## config.mk

```make
export PLATFORM = sky130hd
export DESIGN_NAME = serial_adder_ctrl
export DESIGN_NICKNAME = d
export VERILOG_FILES = /design/src/rtl/serial_adder_pkg.sv /design/src/rtl/full_adder_comb.sv /design/src/rtl/serial_adder_ctrl.sv
export SDC_FILE = /design/constraint.sdc
export NUM_CORES = 1
export LEC_CHECK = 0
export ABC_CLOCK_PERIOD_IN_PS = 3400
export BUFFER_PORTS_ARGS = -buffer_cell sky130_fd_sc_hd__buf_2
export CORE_MARGIN = 2
export CORE_UTILIZATION = 57
export CTS_CLUSTER_DIAMETER = 80
export DETAILED_ROUTE_END_ITERATION = 8
export GPL_TIMING_DRIVEN = 0
export PLACE_DENSITY_LB_ADDON = 0.25
export SLEW_MARGIN = 15
export SYNTH_ARGS = -nofsm -noshare
export SYNTH_HDL_FRONTEND = slang
export SYNTH_SLANG_ARGS = --single-unit
```

## constraint.sdc

```tcl
create_clock -name clk -period 3.4 [get_ports clk]
set_input_delay 0.17 -clock clk [delete_from_list [all_inputs] [get_ports clk]]
set_output_delay 0.17 -clock clk [all_outputs]
set_load 0.05 [all_outputs]
```

## src/rtl/serial_adder_pkg.sv

```systemverilog
// Shared types and defaults for the bit-serial adder controller.
package serial_adder_pkg;

  localparam int unsigned DEFAULT_WIDTH = 8;

  // Controller state encoding
  typedef enum logic [1:0] {
    S_IDLE = 2'b00,
    S_RUN  = 2'b01,
    S_DONE = 2'b10
  } state_e;

endpackage

```

## src/rtl/full_adder_comb.sv

```systemverilog
// One-bit full adder; the single datapath cell stepped across all bit positions.
module full_adder_comb (
  input  logic x,
  input  logic y,
  input  logic cin,
  output logic cout,
  output logic sum
);

  // Plain sum/majority equations
  always_comb begin
    sum  = x ^ y ^ cin;
    cout = (x & y) | (x & cin) | (y & cin);
  end

endmodule

```

## src/rtl/serial_adder_ctrl.sv

```systemverilog
// Bit-serial adder sequencer: accepts operands, steps one shared full adder
// LSB-first one bit per clock, then holds sum/cout/ovf until consumed.
module serial_adder_ctrl
  import serial_adder_pkg::*;
#(
  parameter int unsigned WIDTH = DEFAULT_WIDTH
) (
  input  logic             clk,
  input  logic             rst,
  input  logic             in_valid,
  output logic             in_ready,
  input  logic [WIDTH-1:0] a,
  input  logic [WIDTH-1:0] b,
  input  logic             cin,
  output logic             out_valid,
  input  logic             out_ready,
  output logic [WIDTH-1:0] sum,
  output logic             cout,
  output logic             ovf,
  output logic             busy
);

  localparam int unsigned CNT_W = (WIDTH > 1) ? $clog2(WIDTH) : 1;

  state_e             state_q,     state_d;
  logic [WIDTH-1:0]   a_sr_q,      a_sr_d;
  logic [WIDTH-1:0]   b_sr_q,      b_sr_d;
  logic [WIDTH-1:0]   sum_sr_q,    sum_sr_d;
  logic               carry_q,     carry_d;
  logic [CNT_W-1:0]   count_q,     count_d;
  logic               cout_q,      cout_d;
  logic               ovf_q,       ovf_d;
  logic               in_ready_q,  in_ready_d;
  logic               out_valid_q, out_valid_d;
  logic               busy_q,      busy_d;

  logic fa_sum;
  logic fa_cout;

  // Shared one-bit datapath, fed from the operand LSBs and the carry flop
  full_adder_comb u_fa (
    .x    (a_sr_q[0]),
    .y    (b_sr_q[0]),
    .cin  (carry_q),
    .cout (fa_cout),
    .sum  (fa_sum)
  );

  // Next-state, datapath stepping and handshake decode
  always_comb begin
    state_d  = state_q;
    a_sr_d   = a_sr_q;
    b_sr_d   = b_sr_q;
    sum_sr_d = sum_sr_q;
    carry_d  = carry_q;
    count_d  = count_q;
    cout_d   = cout_q;
    ovf_d    = ovf_q;

    case (state_q)
      S_IDLE: begin
        if (in_valid) begin
          a_sr_d  = a;
          b_sr_d  = b;
          carry_d = cin;
          count_d = '0;
          state_d = S_RUN;
        end
      end
      S_RUN: begin
        sum_sr_d = {fa_sum, sum_sr_q[WIDTH-1:1]};
        a_sr_d   = a_sr_q >> 1;
        b_sr_d   = b_sr_q >> 1;
        carry_d  = fa_cout;
        count_d  = count_q + CNT_W'(1);
        // MSB step: carry_q is the carry into the MSB here
        if (count_q == CNT_W'(WIDTH - 1)) begin
          cout_d  = fa_cout;
          ovf_d   = carry_q ^ fa_cout;
          state_d = S_DONE;
        end
      end
      S_DONE: begin
        if (out_ready) begin
          state_d = S_IDLE;
        end
      end
      default: begin
        state_d = S_IDLE;
      end
    endcase

    // Handshake flags follow the next state so they are flops, not input paths
    in_ready_d  = (state_d == S_IDLE);
    out_valid_d = (state_d == S_DONE);
    busy_d      = (state_d == S_RUN) || (state_d == S_DONE);
  end

  // State and datapath registers with synchronous reset
  always_ff @(posedge clk) begin
    if (rst) begin
      state_q     <= S_IDLE;
      a_sr_q      <= '0;
      b_sr_q      <= '0;
      sum_sr_q    <= '0;
      carry_q     <= 1'b0;
      count_q     <= '0;
      cout_q      <= 1'b0;
      ovf_q       <= 1'b0;
      in_ready_q  <= 1'b1;
      out_valid_q <= 1'b0;
      busy_q      <= 1'b0;
    end else begin
      state_q     <= state_d;
      a_sr_q      <= a_sr_d;
      b_sr_q      <= b_sr_d;
      sum_sr_q    <= sum_sr_d;
      carry_q     <= carry_d;
      count_q     <= count_d;
      cout_q      <= cout_d;
      ovf_q       <= ovf_d;
      in_ready_q  <= in_ready_d;
      out_valid_q <= out_valid_d;
      busy_q      <= busy_d;
    end
  end

  assign in_ready  = in_ready_q;
  assign out_valid = out_valid_q;
  assign busy      = busy_q;
  assign sum       = sum_sr_q;
  assign cout      = cout_q;
  assign ovf       = ovf_q;

endmodule

```

Yosys cells after proc, flatten, opt, wreduce, memory -nomap -nowiden
Cells that the tools add are included.
- add/sub/neg operators: 1
- reductions and logical operators: 6
- bitwise logic cells: 8
- equality and inequality tests: 6
- muxes and demuxes: 12
- operators by type and width (kind ; count):
    $pmux W8 S2 ; 2
    $mux W8 ; 2
    $mux W2 ; 3
    $pmux W2 S3 ; 1
    $pmux W3 S2 ; 1
    $eq A2 B1 Y1 const B ; 2
    $eq A2 B2 Y1 const B ; 2
    $logic_not A2 Y1 ; 2
    $reduce_and A2 Y1 ; 2
    $add A3 B1 Y3 const B ; 1
    $and A1 B1 Y1 ; 3
    $eq A3 B3 Y1 const B ; 1
    $mux W3 ; 1
    $xor A1 B1 Y1 ; 3
    $ne A2 B2 Y1 const B ; 1
    $or A1 B1 Y1 ; 2
    $pmux W1 S2 ; 1
    $reduce_bool A2 Y1 ; 1
    $logic_or A1 B1 Y1 ; 1
    $mux W1 ; 1
- logic and storage cells: 44
- output and inout bits: 13
- bits in registers: 35
- input bits: 21

Logic depth before layout (Yosys ltp)
Gate-level depths: netlist (run 1).
- depth after elaboration: 5
- mapped depth: 7
- gate-level depth less buffers: 6

By module
Synthesis (run 1) repeated with hierarchy kept, for this count alone.
- cells, all modules: 154
- area, all modules: 1473.9 um2
- modules (own cells, without submodules) (module ; sequential area each (um2) ; times used ; area an instance (um2) ; cells each):
    serial_adder_ctrl ; 700.7 ; 1 ; 1453.9 ; 153
    full_adder_comb ; 0.0 ; 1 ; 20.0 ; 1

Worst setup path before layout (run 1)
OpenSTA, ideal clock, no wires.
- kind: register -> register
- start point: register count_q[0]
- end point: register in_ready_q (netlist: in_ready)
- path buffers: 0
- period minus slack after synthesis: 1.624 ns
- arrival: 1.500 ns
- required time: 3.277 ns
- library setup time: 0.123 ns
- path slack: 1.776 ns
- cell stages (with the launch flop): 7
- path through: dfxtp_1 -> ha_1 -> ha_1 -> nand2b_1 -> a21o_1 -> ha_1 -> or2_2
- longest elaborated chain between the ends: 4
- ends and longest elaborated chain (item ; line ; source):
    start: declaration ; serial_adder_ctrl.sv:30 ; logic [CNT_W-1:0] count_q, count_d;
    start signal: assignment ; serial_adder_ctrl.sv:119 ; count_q <= count_d;
    $eq A3 B3 Y1 ; serial_adder_ctrl.sv:77 ; if (count_q == CNT_W'(WIDTH - 1)) begin
    $mux W2 ; serial_adder_ctrl.sv:77 ;
    $pmux W2 S3 ; serial_adder_ctrl.sv:60 ; case (state_q)
    $logic_not A2 Y1 ; serial_adder_ctrl.sv:94 ; in_ready_d = (state_d == S_IDLE);
    named net in_ready_d ; serial_adder_ctrl.sv:33 ; logic in_ready_q, in_ready_d;
    end signal: assignment ; serial_adder_ctrl.sv:122 ; in_ready_q <= in_ready_d;
    end: declaration ; serial_adder_ctrl.sv:33 ;
The timed path passes the listed nets, and every way through them passes these cells.
A chain may end at the register's enable or synchronous reset.

Final worst setup path (run 1)
Ends and elaborated chain as after synthesis.

==> qor.yml, run 1 <==
fin_nets: 218
mostFrequentLayoutCells: "dfxtp_1 (35), buf_2 (34), nor2_1 (23), nand2_1 (16), mux2i_1 (16)"
synth_seq_area_share_pct: 44.9
dr.first_iter.drc_count: 39
fin_crit_sh_pct: 51.8
fin_crit_ns: 1.76
tightestPinTransition_ns: 0.720
multi_input_area_um2: 769
final-seq-area_um2: 701
instances_no_fill: 223
peakVddDrop_v: 0.000363
p_int_uw: 619
switchingPower_uw: 229
drtPass1Iterations: 4
fp.coreArea_um2: 2540
maxCapViolations: 0
ant_nets: 0
cts_root_buffer: "clkbuf_4"
place.detailed.hpwl_mm: 2.25
hold-path-cell-count: 3
yosysTopAreaCellShare_pct: 44.9
hp-class: "input pin to flop"
r2r_cells: 6
critical_path_arrival_ns: 1.99
cts_buffers: 5
clk_pin_slew_ns: 0.10
die_x_um: 56.3
setup_viol: 0
grt_usage_pct: 20.8
ys_seq_elements: 35
required_ns: 3.63
maxSlewViolCount: 0
slew_headroom_pct: 52.0
netlist_instances: 153
hold_buffers: 0
finalSetupTns_ns: 0
clk_path_buf_depth: 2
synth_area_leaders: "dfxtp_1 (45%), a211oi_2 (12%), mux2i_1 (10%)"
p_seq_share_pct: 52.9
start_kind: "flop"
dpl_worst_slack_ns: 1.66
final_layout_size_suffix_gt1_share_pct: 34.7
hold_viol_final: 0
dieArea_um2: 3170
grt_max_degree: 11
cts_resized: 0
port_buffers: 32
diodes: 0
clock-sinks: 35
num_vias: 1214
grt_pass1_wl_mm: 5.15
worst_slack_ns: 1.64
yosysWarnings: 0
status: "finished, final reports clean"
gp_congestion: 0.725
grt-ovfl-total: 0
synthDistinctLibCells: 28
synth_top_cell_by_area: "dfxtp_1"
routed_wl_mm: 3.06
design.portCount: 34
power_density_nw_per_um2: 464
n_fill_cell: 207
htreeDepth: 2
cts_setup_buffers: 0
combPwrFrac_pct: 17.4
syn_to_final_growth_pct: 17.1
synth_fp_nets: 179
dp.cells: 215
drt-wirelength-per-cell_um: 13.7
avgSynthCellArea_um2: 10.2
clock_skew_ns: 0.00626
swShare_pct: 27.0
drc: 0
num_rows: 18
worstPathMaxFanout: 6
path_class: "flop to flop"
layout_commonest_cell: "dfxtp_1"
p_leak_uw: 0.000780
start_util_pct: 61.3
cts_tree: "yes"
vias_per_cell: 5.44
critPathCaptureType: "flop"
insertion_delay_ns: 0.33
p_clk_share_pct: 29.7
synth_area_um2: 1560
die_y_um: 56.3
rsz0062_at_grt: "no"
grt_pass1_vias: 1175
antenna_found_initial: 0
max_freq_ghz: 0.567
cell type report:
type | instances | area share, %
Buffer | 11 | 4.52
Timing Repair Buffer | 32 | 8.77
Clock buffer | 8 | 3.77
Tap cell | 30 | 2.05
Multi-Input combinational cell | 105 | 42.1
Sequential cell | 35 | 38.4
Inverter | 2 | 0.411
stage by stage:
step	utilization [%]	area (µm²)	total power (µW)	hold slack (ns)
global placement	69.1	1760	599	0.409
CTS	71.8	1830	854	0.0753
finish	71.8	1830	848	0.0739
detailed placement	69.1	1760	606	0.418
global route	71.8	1830	890	0.0855
floorplan	-	1560	569	0.318
power groups by stage:
stage | registers [µW] | clock network, µW | logic [µW]
final | 449 | 252 | 147
after global routing | 452 | 277 | 160
after CTS | 449 | 256 | 148
after detailed placement | 458 | 0 | 148
after global placement | 457 | 0 | 142
after floorplan | 467 | 0 | 101
metal layers:
layer  part of all wire (%)  track usage (%)
met2                     51             36.3
met5                      0                0
met3                    4.7             5.53
met1                     43             24.0
met4                    1.1             8.16
synthesized netlist by cell type:
master and number:
a211oi_2 15, a21o_1 1, a21oi_1 10, a22oi_1 4, a22oi_2 1, a311oi_1 1, and2b_4 1, buf_12 1
buf_2 2, buf_4 4, buf_6 1, clkbuf_1 3, dfxtp_1 35, fa_1 1, ha_1 4, inv_1 2
mux2i_1 16, nand2_1 16, nand2b_1 3, nand3_1 1, nor2_1 23, nor2b_1 2, nor3b_2 1, o21ai_1 1
o21ba_2 1, o21bai_1 1, or2_2 1, xnor2_1 1
critical path, stage by stage, from the launching register on:
cell and delay (ns):
dfxtp_1 0.34, ha_1 0.19, ha_1 0.27, nand2b_1 0.18, a21o_1 0.22, ha_1 0.19, or2_2 0.26
state kept, by name, indices dropped and copies added (netlist names):
signal and count:
a_sr_q 8, b_sr_q 8, busy 1, carry_q 1, count_q 3, cout 1, in_ready 1, out_valid 1
ovf 1, state_q 2, sum 8
final timing paths:
check / from / to / slack [ns]
hold reg to reg: sum[6] / sum[6] / 0.48
setup reg to reg: count_q[0] / in_ready / 1.64
setup / recovery: count_q[0] / in_ready / 1.64
hold / removal: a[7] / a_sr_q[7] / 0.07
kinds of logic after synthesis:
kind of cell    count (synthesis)  share of synthesized area [%]
compound gates                 35                           20.4
buf+inv                        13                           5.77
xor+xnor                        1                          0.561
fa+ha+maj                       5                           4.49
simple gates                   48                           13.6
flops                          35                           44.9
mux                            16                           10.3
Note: power is estimated with default switching activity, not from simulation.
==> run 2: changes to the inputs <==
--- a/config.mk
+++ b/config.mk
@@ -5,10 +5,10 @@
 export SDC_FILE = /design/constraint.sdc
 export NUM_CORES = 1
 export LEC_CHECK = 0
-export ABC_CLOCK_PERIOD_IN_PS = 3400
+export ABC_CLOCK_PERIOD_IN_PS = 1800
 export BUFFER_PORTS_ARGS = -buffer_cell sky130_fd_sc_hd__buf_2
 export CORE_MARGIN = 2
-export CORE_UTILIZATION = 57
+export CORE_UTILIZATION = 53
 export CTS_CLUSTER_DIAMETER = 80
 export DETAILED_ROUTE_END_ITERATION = 8
 export GPL_TIMING_DRIVEN = 0
==> constraint.sdc (replaced) <==
create_clock -name clk -period 1.8 [get_ports clk]
set_input_delay 0.09 -clock clk [delete_from_list [all_inputs] [get_ports clk]]
set_output_delay 0.09 -clock clk [all_outputs]
set_load 0.05 [all_outputs]
==> run 2 against run 1 <==
Final area about the same. Critical endpoint unchanged. Wire length down 4.1%. Sequential cell count unchanged. Global-route usage down 1.6 points. Sequential power up 89%.
==> qor.yml, run 2 (same netlist as run 1, synthesis figures left out) <==
setup_viol: 0
dr.first_iter.drc_count: 23
slowest_stage: "dfxtp_1"
cts_root_buffer: "clkbuf_4"
ant_nets: 0
clk_path_buf_depth: 2
place.detailed.hpwl_mm: 2.17
cts_tree: "yes"
grt_pass1_vias: 1140
clk_pin_slew_ns: 0.10
grt_pass1_wl_mm: 4.82
rsz0062_at_grt: "no"
peakVddDrop_v: 0.000671
hold_viol_final: 0
final_layout_size_suffix_gt1_share_pct: 35.2
cpMostUsedCell: "ha_1"
port_buffers: 32
clock-sinks: 35
die_y_um: 58.3
syn_to_final_growth_pct: 17.2
fin_crit_sh_pct: 94.3
gp_congestion: 0.741
crit_buf_inv: 0
grt_usage_pct: 19.2
mostFrequentLayoutCells: "dfxtp_1 (35), buf_2 (34), nor2_1 (23), nand2_1 (16), mux2i_1 (16)"
worst_path_largest_cell_delay_ns: 0.34
cts_setup_buffers: 0
routed_wl_mm: 2.94
drc: 0
clock_skew_ns: 0.00909
htreeDepth: 2
hp-class: "input pin to flop"
dieArea_um2: 3390
die_x_um: 58.3
power_density_nw_per_um2: 851
drtPass1Iterations: 4
insertion_delay_ns: 0.34
worstPathMaxFanout: 6
critical_path_arrival_ns: 1.92
slew_headroom_pct: 54.8
start_util_pct: 56.1
maxSlewViolCount: 0
grt-ovfl-total: 0
maxCapViolations: 0
path_cells: "ha_1, ha_2, nand2b_1, a21o_1, ha_1, or2_2"
power_uw: 1560
grt_max_degree: 11
p_leak_uw: 0.000777
num_rows: 19
diodes: 0
status: "finished, final reports clean"
critPathCaptureType: "flop"
layout_commonest_cell: "dfxtp_1"
start_kind: "flop"
drt-wirelength-per-cell_um: 13.1
num_vias: 1217
tightestPinTransition_ns: 0.678
required_ns: 2.03
fin_nets: 219
vias_per_cell: 5.43
fp.coreArea_um2: 2780
cp_top_family: "adder cells"
path_class: "flop to flop"
design.portCount: 34
cts_buffers: 5
antenna_found_initial: 0
finalSetupTns_ns: 0
max_freq_ghz: 0.589
fin_crit_ns: 1.70
==> run 2: where the power goes <==
group,switching (µW),internal (µW),leakage (µW)
logic,156,122,0.000455
registers,27.1,820,0.000287
clock network,250,181,0.0000341
==> run 2: stage by stage <==
stage / instance area, µm² / worst slack (ns) / util, % / hold slack (ns) / std cells
2_1_floorplan: 1560 / 0.176 / - / 0.238 / 153
3_3_place_gp: 1760 / 0.0827 / 63.2 / 0.343 / 216
3_5_place_dp: 1760 / 0.0676 / 63.2 / 0.342 / 216
4_1_cts: 1830 / 0.0456 / 65.6 / 0.00945 / 224
5_1_grt: 1830 / 0.0317 / 65.7 / 0.0152 / 224
6_report: 1830 / 0.102 / 65.7 / 0.00706 / 224
==> run 2: repair_timing <==
action	CTS	global route
endpoints found under the hold margin	1	0
hold buffers	1	0
setup endpoints to repair	0	1
resized for setup	0	1
==> run 2: worst paths after layout <==
path	from	end	slack [ns]	depth (start not counted)
worst min-delay path	b[7]	b_sr_q[7]	0.007	3
worst max-delay path	count_q[0]	in_ready	0.10	6
worst min register to register	sum[5]	sum[4]	0.47	2
worst max register to register	count_q[0]	in_ready	0.10	6
==> run 2: cell type report <==
cell class / count / area (µm²)
buffer: 11 / 82.6
clock buffer: 6 / 51.3
clock inverter: 1 / 5.00
fill: 232 / 953
inverter: 2 / 7.51
multi-input combinational: 105 / 772
sequential: 35 / 701
tap: 31 / 38.8
timing repair buffer: 33 / 170
==> run 2: tightest hold or removal path, stage by stage <==
cell and delay (ns):
buf_2 0.08, a22oi_1 0.05, nor2_1 0.09
==> run 2: routing by layer <==
metal	global-route usage, %	share of wire (%)	wire length [µm]
met2	31.0	48	1400
met1	22.8	44	1290
met5	0	0	0
met3	7.37	5.7	166
met4	7.97	2.6	75
==> run 3: changes to the inputs <==
--- a/config.mk
+++ b/config.mk
@@ -5,10 +5,11 @@
 export SDC_FILE = /design/constraint.sdc
 export NUM_CORES = 1
 export LEC_CHECK = 0
+export ABC_AREA = 1
 export ABC_CLOCK_PERIOD_IN_PS = 1800
 export BUFFER_PORTS_ARGS = -buffer_cell sky130_fd_sc_hd__buf_2
 export CORE_MARGIN = 2
-export CORE_UTILIZATION = 53
+export CORE_UTILIZATION = 54
 export CTS_CLUSTER_DIAMETER = 80
 export DETAILED_ROUTE_END_ITERATION = 8
 export GPL_TIMING_DRIVEN = 0
==> constraint.sdc (replaced) <==
create_clock -name clk -period 1.8 [get_ports clk]
set_input_delay 0 -clock clk [delete_from_list [all_inputs] [get_ports clk]]
set_output_delay 0 -clock clk [all_outputs]
set_load 0.05 [all_outputs]
==> run 3 against run 2 <==
Sequential cell count unchanged. Clock skew down 0.0016 ns. Sequential share of layout area down 6.0 points. Wire length up 18%. First-iteration DRC count up 150%. Core utilization up 5.8 points. Power up 7.5%. Sequential power up 2%. Critical path type unchanged. Largest cell class unchanged.
==> qor.yml, run 3 <==
clock-sinks: 35
syn_to_final_growth_pct: 27.7
drc: 0
synthDistinctLibCells: 21
setup_viol: 0
min_to: "state_q[1]"
status: "finished, final reports clean"
path_class: "flop to flop"
path_cells: "ha_1, ha_1, o21ai_0, inv_1, ha_1, or2_2"
critPathCaptureType: "flop"
netlist_instances: 246
clk_pin_slew_ns: 0.10
max_freq_ghz: 0.626
avgSynthCellArea_um2: 6.89
hp-class: "input pin to flop"
fin_nets: 332
required_ns: 2.04
synthTopCellsByCount: "nand2_1 (70), nor2_1 (57), dfxtp_1 (35)"
yosysWarnings: 0
start_util_pct: 56.0
mostFrequentLayoutCells: "nand2_1 (70), nor2_1 (57), buf_2 (36), dfxtp_1 (35), inv_1 (24)"
hp-start: "out_ready"
dr.first_iter.drc_count: 57
final_util_pct: 71.5
rsz0062_at_grt: "no"
crit_buf_inv: 1
synthArstFlopShare_pct: 0
drtPass1Iterations: 4
design.portCount: 34
grt_usage_pct: 21.9
synth_fp_nets: 272
diodes: 0
antenna_found_initial: 0
grt_pass1_vias: 1387
hold_viol_final: 0
cts_resized: 0
final_layout_size_suffix_gt1_share_pct: 20.2
peakVddDrop_v: 0.000447
r2r_setup_slack_ns: 0.20
fin_crit_ns: 1.60
routed_wl_mm: 3.47
htreeDepth: 2
layout_commonest_cell: "nand2_1"
num_rows: 20
finalSetupTns_ns: 0
rr_endpoint: "in_ready"
yosysMostFrequentCell: "nand2_1"
fin_crit_sh_pct: 88.8
ys.flop_type: "dfxtp_1"
synth_area_leaders: "dfxtp_1 (41%), nand2_1 (15%), nor2_1 (13%)"
maxCapViolations: 0
synth_edf_count: 0
cts_tree: "yes"
cts_root_buffer: "clkbuf_4"
dieArea_um2: 3600
r2r_cells: 6
cts_setup_buffers: 0
place.detailed.hpwl_mm: 2.32
power_density_nw_per_um2: 772
slowest_stage: "dfxtp_1"
port_buffers: 33
cts_buffers: 5
cpMostUsedCell: "ha_1"
synth_seq_area_share_pct: 41.3
hold-path-cell-count: 6
grt_pass1_wl_mm: 5.76
insertion_delay_ns: 0.35
vias_per_cell: 4.48
drt-wirelength-per-cell_um: 9.90
worstPathMaxFanout: 3
ant_nets: 0
ys_seq_elements: 35
critical_path_arrival_ns: 1.83
synth_top_cell_by_area: "dfxtp_1"
grt-ovfl-total: 0
start_kind: "flop"
yosysTopAreaCellShare_pct: 41.3
maxSlewViolCount: 0
synth_area_um2: 1700
worst_path_largest_cell_delay_ns: 0.34
reg2reg_from: "count_q[0]"
clock_skew_ns: 0.00748
num_vias: 1573
die_x_um: 60.0
tightestPinTransition_ns: 0.509
grt_max_degree: 11
clk_path_buf_depth: 2
fp.coreArea_um2: 3030
cp_top_family: "adder cells"
p_leak_uw: 0.00109
hold_buffers: 20
slew_headroom_pct: 66.0
die_y_um: 60.0
gp_congestion: 0.779
[run 3: changes by cell type in the layout (fill, tap and decap cells not counted), moves of 4 or more]
cell,change
nand2_2,+4
buf_4,-4
mux2i_1,-16
nor2_1,+34
a22oi_1,-4
a21oi_2,+4
nand3_1,+17
nand2_1,+54
dlygate4sd3_1,+19
buf_6,+5
o21ai_0,+10
a21oi_1,-10
inv_1,+22
a211oi_2,-15
[run 3: cells by family (layout without fill, tap and decap cells)]
group | count (synthesis) | after routing | share of synthesized area (%)
AND/OR/NAND/NOR | 152 | 152 | 36.6
buffers and inverters | 38 | 99 | 11.4
flip-flops | 35 | 35 | 41.3
AO/OA/AOI/OAI | 15 | 15 | 5.98
adder cells (fa/ha/maj) | 5 | 5 | 4.13
XOR/XNOR | 1 | 1 | 0.517
[run 3: worst max path at each step]
| stage | to | cells past startpoint | from |
|---|---|---|---|
| finish | in_ready | 6 | count_q[0] |
| global route | in_ready | 7 | count_q[1] |
| CTS | in_ready | 6 | count_q[0] |
| detailed placement | in_ready | 6 | count_q[0] |
| global placement | in_ready | 6 | count_q[0] |
| floorplan | in_ready | 6 | count_q[0] |
[run 3: layout make-up]
type	count	area, µm²
Fill cell	264	862
Multi-Input combinational cell	173	801
Sequential cell	35	701
Timing Repair Buffer	53	365
Inverter	26	100
Buffer	12	93.8
Tap cell	44	55.1
Clock buffer	7	45.0
Clock inverter	1	5.00
[run 3: worst min-delay path, cell delays in order]
cell and delay, ns:
buf_2 0.08, nor2_1 0.03, nand2_1 0.04, nand2_1 0.07, inv_1 0.07, nor2_1 0.04
[run 3: per-stage QoR]
step | cells | setup slack [ns] | total power (µW) | cell area (µm²) | hold slack [ns]
after detailed placement | 323 | 0.228 | 1250 | 1920 | 0.289
after floorplan | 246 | 0.339 | 1160 | 1700 | 0.176
after CTS | 351 | 0.211 | 1680 | 2170 | 0.0208
after global routing | 351 | 0.0919 | 1770 | 2170 | 0.0708
after global placement | 323 | 0.266 | 1240 | 1920 | 0.285
final | 351 | 0.202 | 1670 | 2170 | 0.0233
[run 3: report_power, final]
part,leakage (µW),internal (µW),switching [µW]
Sequential,0.000289,833,32.7
Combinational,0.000777,158,239
Clock,0.0000293,152,258
Total,0.00109,1140,529
[run 3: per-layer routing]
layer	GRT usage, %	share of wire, %	up-vias
met5	0	0	-
met4	13.7	2.7	0
met3	3.90	3.3	8
met2	35.4	47	33
met1	26.6	47	669
li1	-	-	863
